--- src/rtl/native_axi_pkg.sv ---
// rtl/native_axi_pkg.sv - shared types and encodings for the native-to-AXI line bridge
package native_axi_pkg;

  // Bridge FSM states; one cache line per AXI transaction.
  typedef enum logic [2:0] {
    ST_IDLE    = 3'd0,
    ST_WR_ADDR = 3'd1,
    ST_WR_DATA = 3'd2,
    ST_WR_RESP = 3'd3,
    ST_RD_ADDR = 3'd4,
    ST_RD_DATA = 3'd5,
    ST_RD_RET  = 3'd6
  } nat_axi_state_t;

  // Native request opcodes; any other encoding is accepted and dropped.
  localparam logic [1:0] NAT_OP_READ  = 2'b01;
  localparam logic [1:0] NAT_OP_WRITE = 2'b10;

  // AXI encodings used by the bridge.
  localparam logic [1:0] AXI_BURST_INCR = 2'b01;
  localparam logic [1:0] AXI_RESP_OKAY  = 2'b00;

endpackage

--- src/rtl/native_to_axi.sv ---
// rtl/native_to_axi.sv - native line request/update port to AXI4 master bridge (optional NATIVE_AXI_RESP_CHECK_EN)
module native_to_axi #(
  parameter int ADDR_WIDTH     = 32,
  parameter int LINE_WIDTH     = 256,
  parameter int AXI_DATA_WIDTH = 64
) (
  input  logic                        clk,
  input  logic                        rst,
  // native request channel
  input  logic                        nat_request_valid,
  output logic                        nat_request_ready,
  input  logic [1:0]                  nat_request_op,
  input  logic [ADDR_WIDTH-1:0]       nat_request_addr,
  input  logic [LINE_WIDTH-1:0]       nat_request_data,
  // native update (read return) channel
  output logic                        nat_update_valid,
  input  logic                        nat_update_ready,
  output logic [LINE_WIDTH-1:0]       nat_update_data,
  // AXI write address
  output logic                        m_awvalid,
  input  logic                        m_awready,
  output logic [ADDR_WIDTH-1:0]       m_awaddr,
  output logic [7:0]                  m_awlen,
  output logic [2:0]                  m_awsize,
  output logic [1:0]                  m_awburst,
  // AXI write data
  output logic                        m_wvalid,
  input  logic                        m_wready,
  output logic [AXI_DATA_WIDTH-1:0]   m_wdata,
  output logic [AXI_DATA_WIDTH/8-1:0] m_wstrb,
  output logic                        m_wlast,
  // AXI write response
  input  logic                        m_bvalid,
  output logic                        m_bready,
  input  logic [1:0]                  m_bresp,
  // AXI read address
  output logic                        m_arvalid,
  input  logic                        m_arready,
  output logic [ADDR_WIDTH-1:0]       m_araddr,
  output logic [7:0]                  m_arlen,
  output logic [2:0]                  m_arsize,
  output logic [1:0]                  m_arburst,
  // AXI read data
  input  logic                        m_rvalid,
  output logic                        m_rready,
  input  logic [AXI_DATA_WIDTH-1:0]   m_rdata,
  input  logic [1:0]                  m_rresp,
  input  logic                        m_rlast,
  // sticky response error
  output logic                        axi_error
);

  import native_axi_pkg::*;

  localparam int BEATS    = LINE_WIDTH / AXI_DATA_WIDTH;
  localparam int OFF_BITS = $clog2(LINE_WIDTH / 8);

  localparam logic [7:0]            LAST_BEAT = 8'(BEATS - 1);
  localparam logic [2:0]            AXI_SIZE  = 3'($clog2(AXI_DATA_WIDTH / 8));
  // Clears the byte-within-line bits so every burst starts on a line boundary.
  localparam logic [ADDR_WIDTH-1:0] LINE_MASK = ~ADDR_WIDTH'((64'd1 << OFF_BITS) - 64'd1);

  nat_axi_state_t            state_q, state_d;
  logic [7:0]                cnt_q, cnt_d;
  logic [ADDR_WIDTH-1:0]     addr_q, addr_d;
  logic [LINE_WIDTH-1:0]     line_q, line_d;
  logic [31:0]               bit_off;
  logic                      last_beat;

  // Bit offset of the current beat inside the line; beat 0 is the low slice.
  assign bit_off   = 32'(cnt_q) * 32'(AXI_DATA_WIDTH);
  assign last_beat = (cnt_q == LAST_BEAT);

  // State, beat counter and line/address registers; reset abandons any burst.
  always_ff @(posedge clk or posedge rst) begin
    if (rst) begin
      state_q <= ST_IDLE;
      cnt_q   <= '0;
      addr_q  <= '0;
      line_q  <= '0;
    end else begin
      state_q <= state_d;
      cnt_q   <= cnt_d;
      addr_q  <= addr_d;
      line_q  <= line_d;
    end
  end

  // Next-state, counter and line assembly; beats only advance on a handshake.
  always_comb begin
    state_d = state_q;
    cnt_d   = cnt_q;
    addr_d  = addr_q;
    line_d  = line_q;
    unique case (state_q)
      ST_IDLE: begin
        if (nat_request_valid) begin
          addr_d = nat_request_addr & LINE_MASK;
          line_d = nat_request_data;
          cnt_d  = '0;
          if (nat_request_op == NAT_OP_WRITE) begin
            state_d = ST_WR_ADDR;
          end else if (nat_request_op == NAT_OP_READ) begin
            state_d = ST_RD_ADDR;
          end
        end
      end
      ST_WR_ADDR: begin
        if (m_awready) begin
          state_d = ST_WR_DATA;
          cnt_d   = '0;
        end
      end
      ST_WR_DATA: begin
        if (m_wready) begin
          if (last_beat) begin
            state_d = ST_WR_RESP;
            cnt_d   = '0;
          end else begin
            cnt_d = cnt_q + 8'd1;
          end
        end
      end
      ST_WR_RESP: begin
        if (m_bvalid) begin
          state_d = ST_IDLE;
        end
      end
      ST_RD_ADDR: begin
        if (m_arready) begin
          state_d = ST_RD_DATA;
          cnt_d   = '0;
        end
      end
      ST_RD_DATA: begin
        if (m_rvalid) begin
          line_d[bit_off +: AXI_DATA_WIDTH] = m_rdata;
          // Completion is counted, so a misplaced rlast cannot end the burst early.
          if (last_beat) begin
            state_d = ST_RD_RET;
            cnt_d   = '0;
          end else begin
            cnt_d = cnt_q + 8'd1;
          end
        end
      end
      ST_RD_RET: begin
        if (nat_update_ready) begin
          state_d = ST_IDLE;
        end
      end
      default: begin
        state_d = ST_IDLE;
        cnt_d   = '0;
      end
    endcase
  end

  // Handshake outputs decode directly from the registered state.
  assign nat_request_ready = (state_q == ST_IDLE) && !rst;
  assign m_awvalid         = (state_q == ST_WR_ADDR);
  assign m_wvalid          = (state_q == ST_WR_DATA);
  assign m_bready          = (state_q == ST_WR_RESP);
  assign m_arvalid         = (state_q == ST_RD_ADDR);
  assign m_rready          = (state_q == ST_RD_DATA);
  assign nat_update_valid  = (state_q == ST_RD_RET);

  // Address channels come from the latched address so they hold until acknowledged.
  assign m_awaddr  = addr_q;
  assign m_awlen   = LAST_BEAT;
  assign m_awsize  = AXI_SIZE;
  assign m_awburst = AXI_BURST_INCR;
  assign m_araddr  = addr_q;
  assign m_arlen   = LAST_BEAT;
  assign m_arsize  = AXI_SIZE;
  assign m_arburst = AXI_BURST_INCR;

  // Write beats are sliced out of the latched line in ascending order.
  assign m_wdata = line_q[bit_off +: AXI_DATA_WIDTH];
  assign m_wstrb = '1;
  assign m_wlast = (state_q == ST_WR_DATA) && last_beat;

  assign nat_update_data = line_q;

`ifdef NATIVE_AXI_RESP_CHECK_EN
  logic err_q, err_d;

  // Any non-OKAY response or misplaced rlast latches the error until reset.
  always_comb begin
    err_d = err_q;
    if ((state_q == ST_WR_RESP) && m_bvalid && (m_bresp != AXI_RESP_OKAY)) begin
      err_d = 1'b1;
    end
    if ((state_q == ST_RD_DATA) && m_rvalid &&
        ((m_rresp != AXI_RESP_OKAY) || (m_rlast != last_beat))) begin
      err_d = 1'b1;
    end
  end

  // Sticky error register.
  always_ff @(posedge clk or posedge rst) begin
    if (rst) begin
      err_q <= 1'b0;
    end else begin
      err_q <= err_d;
    end
  end

  assign axi_error = err_q;
`else
  // Responses and rlast carry no meaning for the bridge without checking.
  logic unused_resp;
  assign unused_resp = ^{m_bresp, m_rresp, m_rlast};
  assign axi_error   = 1'b0;
`endif

endmodule

--- config.mk ---
export PLATFORM = sky130hd
export DESIGN_NAME = native_to_axi
export DESIGN_NICKNAME = d
export VERILOG_FILES = /design/src/rtl/native_axi_pkg.sv /design/src/rtl/native_to_axi.sv
export SDC_FILE = /design/constraint.sdc
export NUM_CORES = 1
export LEC_CHECK = 0
export BUFFER_PORTS_ARGS = -buffer_cell sky130_fd_sc_hd__clkbuf_2
export CAP_MARGIN = 40
export CORE_AREA = 2 2 308 310
export CTS_CLUSTER_DIAMETER = 50
export DETAILED_ROUTE_END_ITERATION = 8
export DIE_AREA = 0 0 310 312
export GPL_ROUTABILITY_DRIVEN = 1
export MAX_ROUTING_LAYER = met4
export PLACE_DENSITY_LB_ADDON = 0.25
export RECOVER_POWER = 25
export SLEW_MARGIN = 25
export SYNTH_ARGS = -nofsm -noshare
export SYNTH_HDL_FRONTEND = slang
export SYNTH_SLANG_ARGS = --single-unit
--- constraint.sdc ---
create_clock -name clk -period 22.7 [get_ports clk]
set_input_delay 1.135 -clock clk [delete_from_list [all_inputs] [get_ports clk]]
set_output_delay 1.135 -clock clk [all_outputs]
set_load 0.05 [all_outputs]
# ---- Word-level counts from Yosys, hierarchy flattened
# Index checks and enable logic that the tools add are counted.
dict set report totals {
  reg_bits 294
  latch_bits 0
  ram_bits 0
  mem_bits_ro 0
  input_bits 368
  out_inout_bits 427
  wordCells 62
  memories 0
}
dict set report classes {
  addsub 2
  multipliers 0
  div_mod_pow 0
  order_cmp 0
  eq_ne 19
  shifts 3
  muxes 23
  bitwise_logic 1
  reduce_logical 10
}
# op n
set op_table {}
lappend op_table {{256-bit 2-to-1 mux} 2}
lappend op_table {{256-bit case mux with 2 select lines} 1}
lappend op_table {{256-bit bitwise mux} 1}
lappend op_table {{64-bit by 34-bit variable shift with 256-bit output, first input constant} 1}
lappend op_table {{256-bit by 15-bit indexed part select with 64-bit output} 1}
lappend op_table {{64-bit by 34-bit indexed part select with 256-bit output} 1}
lappend op_table {{8-bit 2-to-1 mux} 6}
lappend op_table {{8-bit case mux with 6 select lines} 1}
lappend op_table {{14-bit negation with 34-bit output} 1}
lappend op_table {{3-bit 2-to-1 mux} 11}
lappend op_table {{3-bit case mux with 7 select lines} 1}
lappend op_table {{2-bit by 1-bit != test with 1-bit output, second input constant} 6}
lappend op_table {{10-bit AND reduction} 1}
lappend op_table {{3-bit equality test, second input constant} 3}
lappend op_table {{8-bit by 1-bit adder with 8-bit output, second input constant} 1}
lappend op_table {{8-bit by 2-bit equality test with 1-bit output, second input constant} 1}
lappend op_table {{3-bit by 2-bit equality test with 1-bit output, second input constant} 2}
lappend op_table {{2-bit != test, second input constant} 3}
lappend op_table {{6-bit AND reduction} 1}
lappend op_table {{3-bit by 1-bit equality test with 1-bit output, second input constant} 1}
lappend op_table {{3-bit logical NOT} 1}
lappend op_table {{3-bit != test, second input constant} 1}
lappend op_table {{3-bit AND reduction} 1}
lappend op_table {{2-bit by 1-bit equality test with 1-bit output, second input constant} 1}
lappend op_table {{7 further kinds} 8}

# ---- Logic depth before layout (Yosys ltp)
# Gate-level depths: netlist of run 1.
dict set report logic_depth {
  depth_word 5
  mapped_depth 15
  depth_no_buf 10
}

# ---- Least setup slack after synthesis of run 1
# Ideal clock, no wire load.
dict set report synth_timing {
  kind {in2out}
  start {input rst}
  end {output nat_request_ready}
  arrival_time_ns 2.584
  required_time_ns 21.565
  path_slack_ns 18.981
  cell_stages 1
  n_path_buf 0
  cell_sequence {nor4_1}
}
dict set report synth_between {
  elab_chain_len 2
}
# item line_no
set synth_lines {}
lappend synth_lines {{start: declaration} native_to_axi.sv:8} ;# input logic rst,
lappend synth_lines {{1-bit logical NOT} native_to_axi.sv:160} ;# assign nat_request_ready = (state_q == ST_IDLE) && !rst;
lappend synth_lines {{1-bit logical AND} native_to_axi.sv:160}
lappend synth_lines {{end: declaration} native_to_axi.sv:11} ;# output logic nat_request_ready,
# Every way passes these cells.

# ---- Worst setup path in the final report of run 1
dict set report layout_timing {
  start {register state_q[0]}
  end {register line_q[154] (netlist: nat_update_data[154])}
}
dict set report layout_between {
  elab_chain_len 3
  word_cells_on_any_way 7
  cone_classes {3 x eq/ne; 1 x mux; 3 x reduce/logical}
}
# item line_no
set layout_lines {}
lappend layout_lines {{start: declaration} native_to_axi.sv:63} ;# nat_axi_state_t state_q, state_d;
lappend layout_lines {{start signal: assignment} native_to_axi.sv:82} ;# state_q <= state_d;
lappend layout_lines {{3-bit equality test / 3-bit logical NOT (equally long branches)} native_to_axi.sv:95} ;# unique case (state_q)
lappend layout_lines {{2-bit != test (no source line) / 2-bit nonzero test (equally long branches)} n/a}
lappend layout_lines {{3-bit AND reduction (no source line)} n/a}
lappend layout_lines {{end signal: assignment} native_to_axi.sv:85} ;# line_q <= line_d;
lappend layout_lines {{end: declaration} native_to_axi.sv:66} ;# logic [LINE_WIDTH-1:0] line_q, line_d;
# Several ways; a longest one is shown, not always the timed one.
# A chain may end at the register's enable or synchronous reset.

==> flow_metrics.env, run 1 <==
export IMPL_grt_total_usage_pct=15.8
export IMPL_cts_resized=0
export IMPL_async_flop_share_pct=100
export IMPL_post_route_min_period_ns=6.42
export IMPL_p_per_area_mw_per_mm2=204
export IMPL_r2r_start="state_q[0]$_DFFE_PP0P_"
export IMPL_violations="max-capacitance violations, max-slew violations"
export IMPL_htree_levels=2
export IMPL_cpLargestDelayFamily="simple AND/OR/NAND/NOR gates"
export IMPL_synth_cell_type_count=57
export IMPL_grt_ovfl_total=0
export IMPL_total_leakage_power_uw=0.0103
export IMPL_grt_first_pass_wirelength_um=111000
export IMPL_startpoint="state_q[0]$_DFFE_PP0P_"
export IMPL_hold_path_startpoint="m_araddr[25]$_DFFE_PP0P_"
export IMPL_status="finished, violations left"
export IMPL_totalWireLength_um=77300
export IMPL_rows=112
export IMPL_synth_edf_count=0
export IMPL_synth_area_leaders="dfrtp_1 46%, mux4_2 9.0%, a22oi_1 6.0%"
export IMPL_grt_pass1_vias=16000
export IMPL_clock_root_buffer="clkbuf_16"
export IMPL_io_pins=795
export IMPL_worstPathArrival_ns=6.93
export IMPL_synth_area_sq_mm=0.0160
export IMPL_reg2reg_depth=6
export IMPL_synth_warnings=0
export IMPL_drc=0
export IMPL_critPathLaunchType="flip-flop"
export IMPL_critPathKind="reg -> reg"
export IMPL_vdd_drop_max_mv=0.106
export IMPL_dr_pass1_iters=6
export IMPL_r2r_end="nat_update_data[154]$_DFFE_PP0P_"
export IMPL_critical_path_max_fanout=49
export IMPL_required_ns=23.22
export IMPL_slew_violations=231
export IMPL_drtIter0Drc=1198
export IMPL_synth_seq_cells=294
export IMPL_hold_buffers=0
export IMPL_hold_violations=0
export IMPL_cts_setup_buffers=0
export IMPL_crit_chain="nor3_1 > and2_0 > a21oi_1 > o21ba_4 > buf_4 > o221a_2"
export IMPL_dpl_hpwl_um=54800
export IMPL_synth_ff_type="dfrtp_1"
export IMPL_drtAntennaViolNets=0
export IMPL_synth_top_area_share_pct=45.9
export IMPL_avgViaCountPerCell=4.39
export IMPL_ff2ff_setup_slack_ns=16.28
export IMPL_cts_made_buffers=50
export IMPL_gp_congestion=0.880
export IMPL_yosysSeqAreaShare_pct=45.9
export IMPL_start_util_pct=17.2
export IMPL_drv_cap=4
export IMPL_rsz0062_at_grt="false"
export IMPL_tightestPinTransition_ns=3.94
export IMPL_period_share_pct=28.3
export IMPL_coreArea_sq_mm=0.0930
export IMPL_crit_slowest_cell="and2_0"
export IMPL_syn_inst=1473
export IMPL_finalClockSkew_ns=0.0130
export IMPL_tns_ns=0
export IMPL_synth_area_per_cell_sq_um=10.9
export IMPL_fmax_mhz=156
export IMPL_drive_gt1_share_pct=47.6
export IMPL_grt_max_degree=77
export IMPL_yosysMostFrequentCell="dfrtp_1"
export IMPL_path_buf_inv=1
export IMPL_clock_path_buffers=3
export IMPL_area_delta_synth_final_pct=39.9
export IMPL_yosysTopAreaCell="dfrtp_1"
export IMPL_post_drt_wl_per_cell_um=22.5
export IMPL_cts_sinks=294
export IMPL_slowest_delay_ns=2.88
export IMPL_setup_violations=0
export IMPL_whs_ns=0.504
export IMPL_die_height_um=312
export IMPL_dieArea_sq_mm=0.0967
export IMPL_insertion_delay_ns=0.58
export IMPL_cts_tree="yes"
export IMPL_antenna_found_initial=5
export IMPL_hold_class="reg -> reg"
export IMPL_cts_clk_slew_worst_paths_ns=0.05
export IMPL_critPathCapture="nat_update_data[154]$_DFFE_PP0P_"
export IMPL_portBuffers=739
export IMPL_nets=2511
export IMPL_fillCellCount=10200
export IMPL_die_x_um=310
export IMPL_slew_headroom_pct=-163
export IMPL_end_kind="flip-flop"
export IMPL_cp_depth=6
export IMPL_vias=15100
export IMPL_synth_common_cells="294 x dfrtp_1, 218 x nand2_1, 128 x a22oi_1, 78 x buf_4, 71 x clkbuf_1"
[cell type report]
| cell class | instances | area (sq um) | area share, % |
|---|---|---|---|
| diodes | 4 | 10.0 | 0.0447 |
| clock buffers | 69 | 1500 | 6.68 |
| clock inverters | 20 | 199 | 0.888 |
| inverters | 12 | 46.3 | 0.207 |
| multi-input cells | 1008 | 7630 | 34.1 |
| flip-flops and latches | 294 | 7360 | 32.9 |
| well taps | 1254 | 1570 | 7.00 |
| repair buffers | 773 | 4090 | 18.3 |
[sequential cells by signal, summed over array words and instances, names as in the netlist]
register         flops
nat_update_data    256
state_q              3
m_araddr            27
cnt_q                8
[routing by layer]
metal | vias up | wire length [um] | track usage [%]
met4 | 0 | 2290 | 5.41
met5 | - | 0 | -
met1 | 7557 | 30700 | 18.2
met3 | 134 | 5400 | 3.25
met2 | 711 | 39000 | 27.0
li1 | 6665 | - | -
[cell families (layout without fill, tap and decap cells)]
| kind of cell | count (synthesis) | count (layout) | synth area share, % |
|---|---|---|---|
| flip-flops | 294 | 294 | 45.9 |
| multiplexers | 130 | 130 | 13.6 |
| buffers and inverters | 214 | 874 | 7.69 |
| adder cells (fa/ha/maj) | 4 | 4 | 0.312 |
| other | 2 | 49 | 0.0469 |
| AND/OR/NAND/NOR | 407 | 407 | 12.6 |
| AO/OA/AOI/OAI | 420 | 420 | 19.7 |
| XOR/XNOR | 2 | 2 | 0.109 |
[through the flow]
step / area, sq um / power, uW / instances / util (%) / setup WS [ns]
floorplan: 16200 / 3080 / 1516 / - / 13.45
global placement: 20500 / 3760 / 3330 / 22.0 / 18.09
detailed placement: 20700 / 3810 / 3338 / 22.2 / 18.25
CTS: 22400 / 4600 / 3427 / 24.1 / 18.22
global route: 22400 / 4780 / 3434 / 24.1 / 15.40
finish: 22400 / 4560 / 3434 / 24.1 / 16.28
[placed cells by master (no fill, tap or decap), drive strengths merged, types with 63 or more instances in the layout]
cell type and count:
clkbuf 811, and2 66, a22oi 128, mux4 64, o221a 64, nand2 218
dfrtp 294, a22o 63, o21ai 140, nand2b 70, mux2 64
[worst min path at each step]
stage                                       end  slack (ns)  cells after the start
6_report               m_araddr[25]$_DFFE_PP0P_        0.50                      2
5_1_grt        nat_update_data[239]$_DFFE_PP0P_        0.54                      2
4_1_cts                m_araddr[25]$_DFFE_PP0P_        0.51                      2
3_5_place_dp           m_araddr[25]$_DFFE_PP0P_        0.49                      2
3_3_place_gp   nat_update_data[235]$_DFFE_PP0P_        0.49                      2
2_1_floorplan              cnt_q[7]$_DFFE_PP0P_        0.49                      1
[tightest hold or removal path, cell delays in order (launching register included)]
cell and delay (ns):
dfrtp_1 0.36, nand2_1 0.05, nand2_1 0.06
[report_power, final]
part | switching (uW) | leakage, uW | total [uW] | internal, uW
logic | 2020 | 0.00595 | 2780 | 759
registers | 239 | 0.00355 | 1010 | 772
clock network | 287 | 0.000823 | 771 | 483
No activity file was read; power rests on OpenSTA's default activity.
==> inputs of run 2 (changes only) <==
Settings changed: CORE_AREA 2 2 308 310 to 2 2 309 311, DIE_AREA 0 0 310 312 to 0 0 311 313.
Clock period 22.7 ns to 6.4 ns, I/O delays scaled along.
==> run 2 against run 1 <==
The run still ends with max-capacitance violations, max-slew violations left. Global-route usage up 0.23 points. Sequential share of layout area down 3.5 points. Die area up 0.64%. Sequential power rose to 3.6 times the previous value. Worst setup slack worse by 15 ns. Fmax up 38%. Core utilization up 2.5 points. Non-clock buffer count up 244. Critical endpoint is now nat_update_data[151]$_DFFE_PP0P_. Largest cell class unchanged.
==> flow_metrics.env, run 2 (synthesis gave the netlist of run 1 again) <==
export IMPL_status="finished, violations left"
export IMPL_violations="max-capacitance violations, max-slew violations"
export IMPL_grt_first_pass_wirelength_um=113000
export IMPL_start_util_pct=17.0
export IMPL_critical_path_max_fanout=35
export IMPL_whs_ns=0.0451
export IMPL_dieArea_sq_mm=0.0973
export IMPL_fmax_mhz=215
export IMPL_hold_violations=0
export IMPL_largest_register_ffs=256
export IMPL_area_delta_synth_final_pct=56.5
export IMPL_reg2reg_depth=13
export IMPL_post_place_ws_ns=2.16
export IMPL_drtIter0Drc=921
export IMPL_insertion_delay_ns=0.62
export IMPL_r2r_end="nat_update_data[151]$_DFFE_PP0P_"
export IMPL_grt_pass1_vias=16500
export IMPL_antenna_found_initial=2
export IMPL_die_x_um=311
export IMPL_period_share_pct=72.5
export IMPL_cts_made_buffers=56
export IMPL_rows=113
export IMPL_end_kind="flip-flop"
export IMPL_cts_clk_slew_worst_paths_ns=0.05
export IMPL_htree_levels=2
export IMPL_worstPathArrival_ns=5.14
export IMPL_ff2ff_setup_slack_ns=1.76
export IMPL_total_leakage_power_uw=0.0114
export IMPL_slew_headroom_pct=-138
export IMPL_layout_common_cells="682 x clkbuf_2, 292 x dfrtp_1, 246 x dlygate4sd3_1"
export IMPL_cts_sinks=294
export IMPL_drv_cap=2
export IMPL_fin_ws_ns=1.76
export IMPL_finalClockSkew_ns=0.0193
export IMPL_clock_path_buffers=3
export IMPL_vdd_drop_max_mv=0.329
export IMPL_hold_class="in -> reg"
export IMPL_tightestPinTransition_ns=3.57
export IMPL_coreArea_sq_mm=0.0942
export IMPL_required_ns=6.90
export IMPL_drtAntennaViolNets=0
export IMPL_drc=0
export IMPL_critPathCapture="nat_update_data[151]$_DFFE_PP0P_"
export IMPL_cts_setup_buffers=0
export IMPL_dpl_hpwl_um=53900
export IMPL_io_pins=795
export IMPL_die_height_um=313
export IMPL_grt_total_usage_pct=16.0
export IMPL_vias=15700
export IMPL_dr_pass1_iters=5
export IMPL_clock_root_buffer="clkbuf_16"
export IMPL_gp_congestion=0.805
export IMPL_cts_tree="yes"
export IMPL_totalWireLength_um=78100
export IMPL_r2r_start="cnt_q[0]$_DFFE_PP0P_"
export IMPL_nets=2761
export IMPL_portBuffers=739
export IMPL_post_route_min_period_ns=4.64
export IMPL_critPathKind="reg -> reg"
export IMPL_setup_violations=0
export IMPL_tns_ns=0
export IMPL_rsz0062_at_grt="false"
export IMPL_final_common_cell="clkbuf_2"
export IMPL_p_per_area_mw_per_mm2=667
export IMPL_grt_ovfl_total=0
export IMPL_startpoint="cnt_q[0]$_DFFE_PP0P_"
export IMPL_drive_gt1_share_pct=42.1
export IMPL_power_uw=16700
export IMPL_post_drt_wl_per_cell_um=21.1
export IMPL_grt_max_degree=128
export IMPL_critPathLaunchType="flip-flop"
export IMPL_avgViaCountPerCell=4.23
export IMPL_slew_violations=172
-- run 2: stage by stage --
| step | utilization, % | std cells | area, sq um |
|---|---|---|---|
| 4_1_cts | 26.7 | 3697 | 25100 |
| 3_3_place_gp | 21.8 | 3343 | 20600 |
| 2_1_floorplan | - | 1516 | 16200 |
| 6_report | 26.6 | 3699 | 25100 |
| 5_1_grt | 26.6 | 3699 | 25100 |
| 3_5_place_dp | 22.0 | 3349 | 20700 |
-- run 2: timing repair --
action                                 in CTS  in global routing
hold buffers                              246                  0
gates resized for setup                     0                  0
endpoints found under the hold margin     246                  0
-- run 2: how the worst min path moves through the flow --
stage	from	to	slack, ns	cells after the start
5_1_grt	nat_request_data[130]	nat_update_data[130]$_DFFE_PP0P_	0.02	3
3_3_place_gp	nat_update_data[207]$_DFFE_PP0P_	nat_update_data[207]$_DFFE_PP0P_	0.49	2
2_1_floorplan	nat_request_addr[10]	m_araddr[10]$_DFFE_PP0P_	0.43	2
4_1_cts	m_rdata[61]	nat_update_data[189]$_DFFE_PP0P_	0.0002	2
6_report	nat_request_data[249]	nat_update_data[249]$_DFFE_PP0P_	0.05	3
3_5_place_dp	m_araddr[19]$_DFFE_PP0P_	m_araddr[19]$_DFFE_PP0P_	0.49	2
-- run 2: per-layer routing --
layer	part of all wire, %	track usage, %	vias up	routed length [um]
li1	-	-	7174	-
met1	41	18.9	7713	31900
met2	49	26.3	630	38400
met3	5.9	3.19	141	4580
met4	4.2	7.18	0	3260
met5	0	-	-	0
-- run 2: critical path, cell delays in order (launching register included) --
cell and delay, ns:
dfrtp_4 0.56, buf_16 0.28, nor2_1 0.14, nand2_1 0.08
nor3_1 0.04, ha_1 0.22, or4b_1 0.50, a221oi_2 0.22
nand3_2 0.17, nor3_2 0.33, nand3_4 0.49, buf_4 0.51
o221a_2 0.34, dlygate4sd3_1 0.55
-- run 2: report_power, final --
group / switching, uW / internal, uW / leakage (uW)
combinational: 7190 / 2830 / 0.00686
clock: 1110 / 1990 / 0.000946
sequential: 854 / 2740 / 0.00355
total: 9160 / 7560 / 0.0114
-- run 2: layout make-up --
type	instances	area, sq um
clock inverter	30	373
antenna	1	2.50
inverter	12	46.3
sequential	294	7360
multi-input combinational	1008	7640
tap	1265	1580
fill	10200	69100
timing repair buffer	1017	6470
clock buffer	72	1580
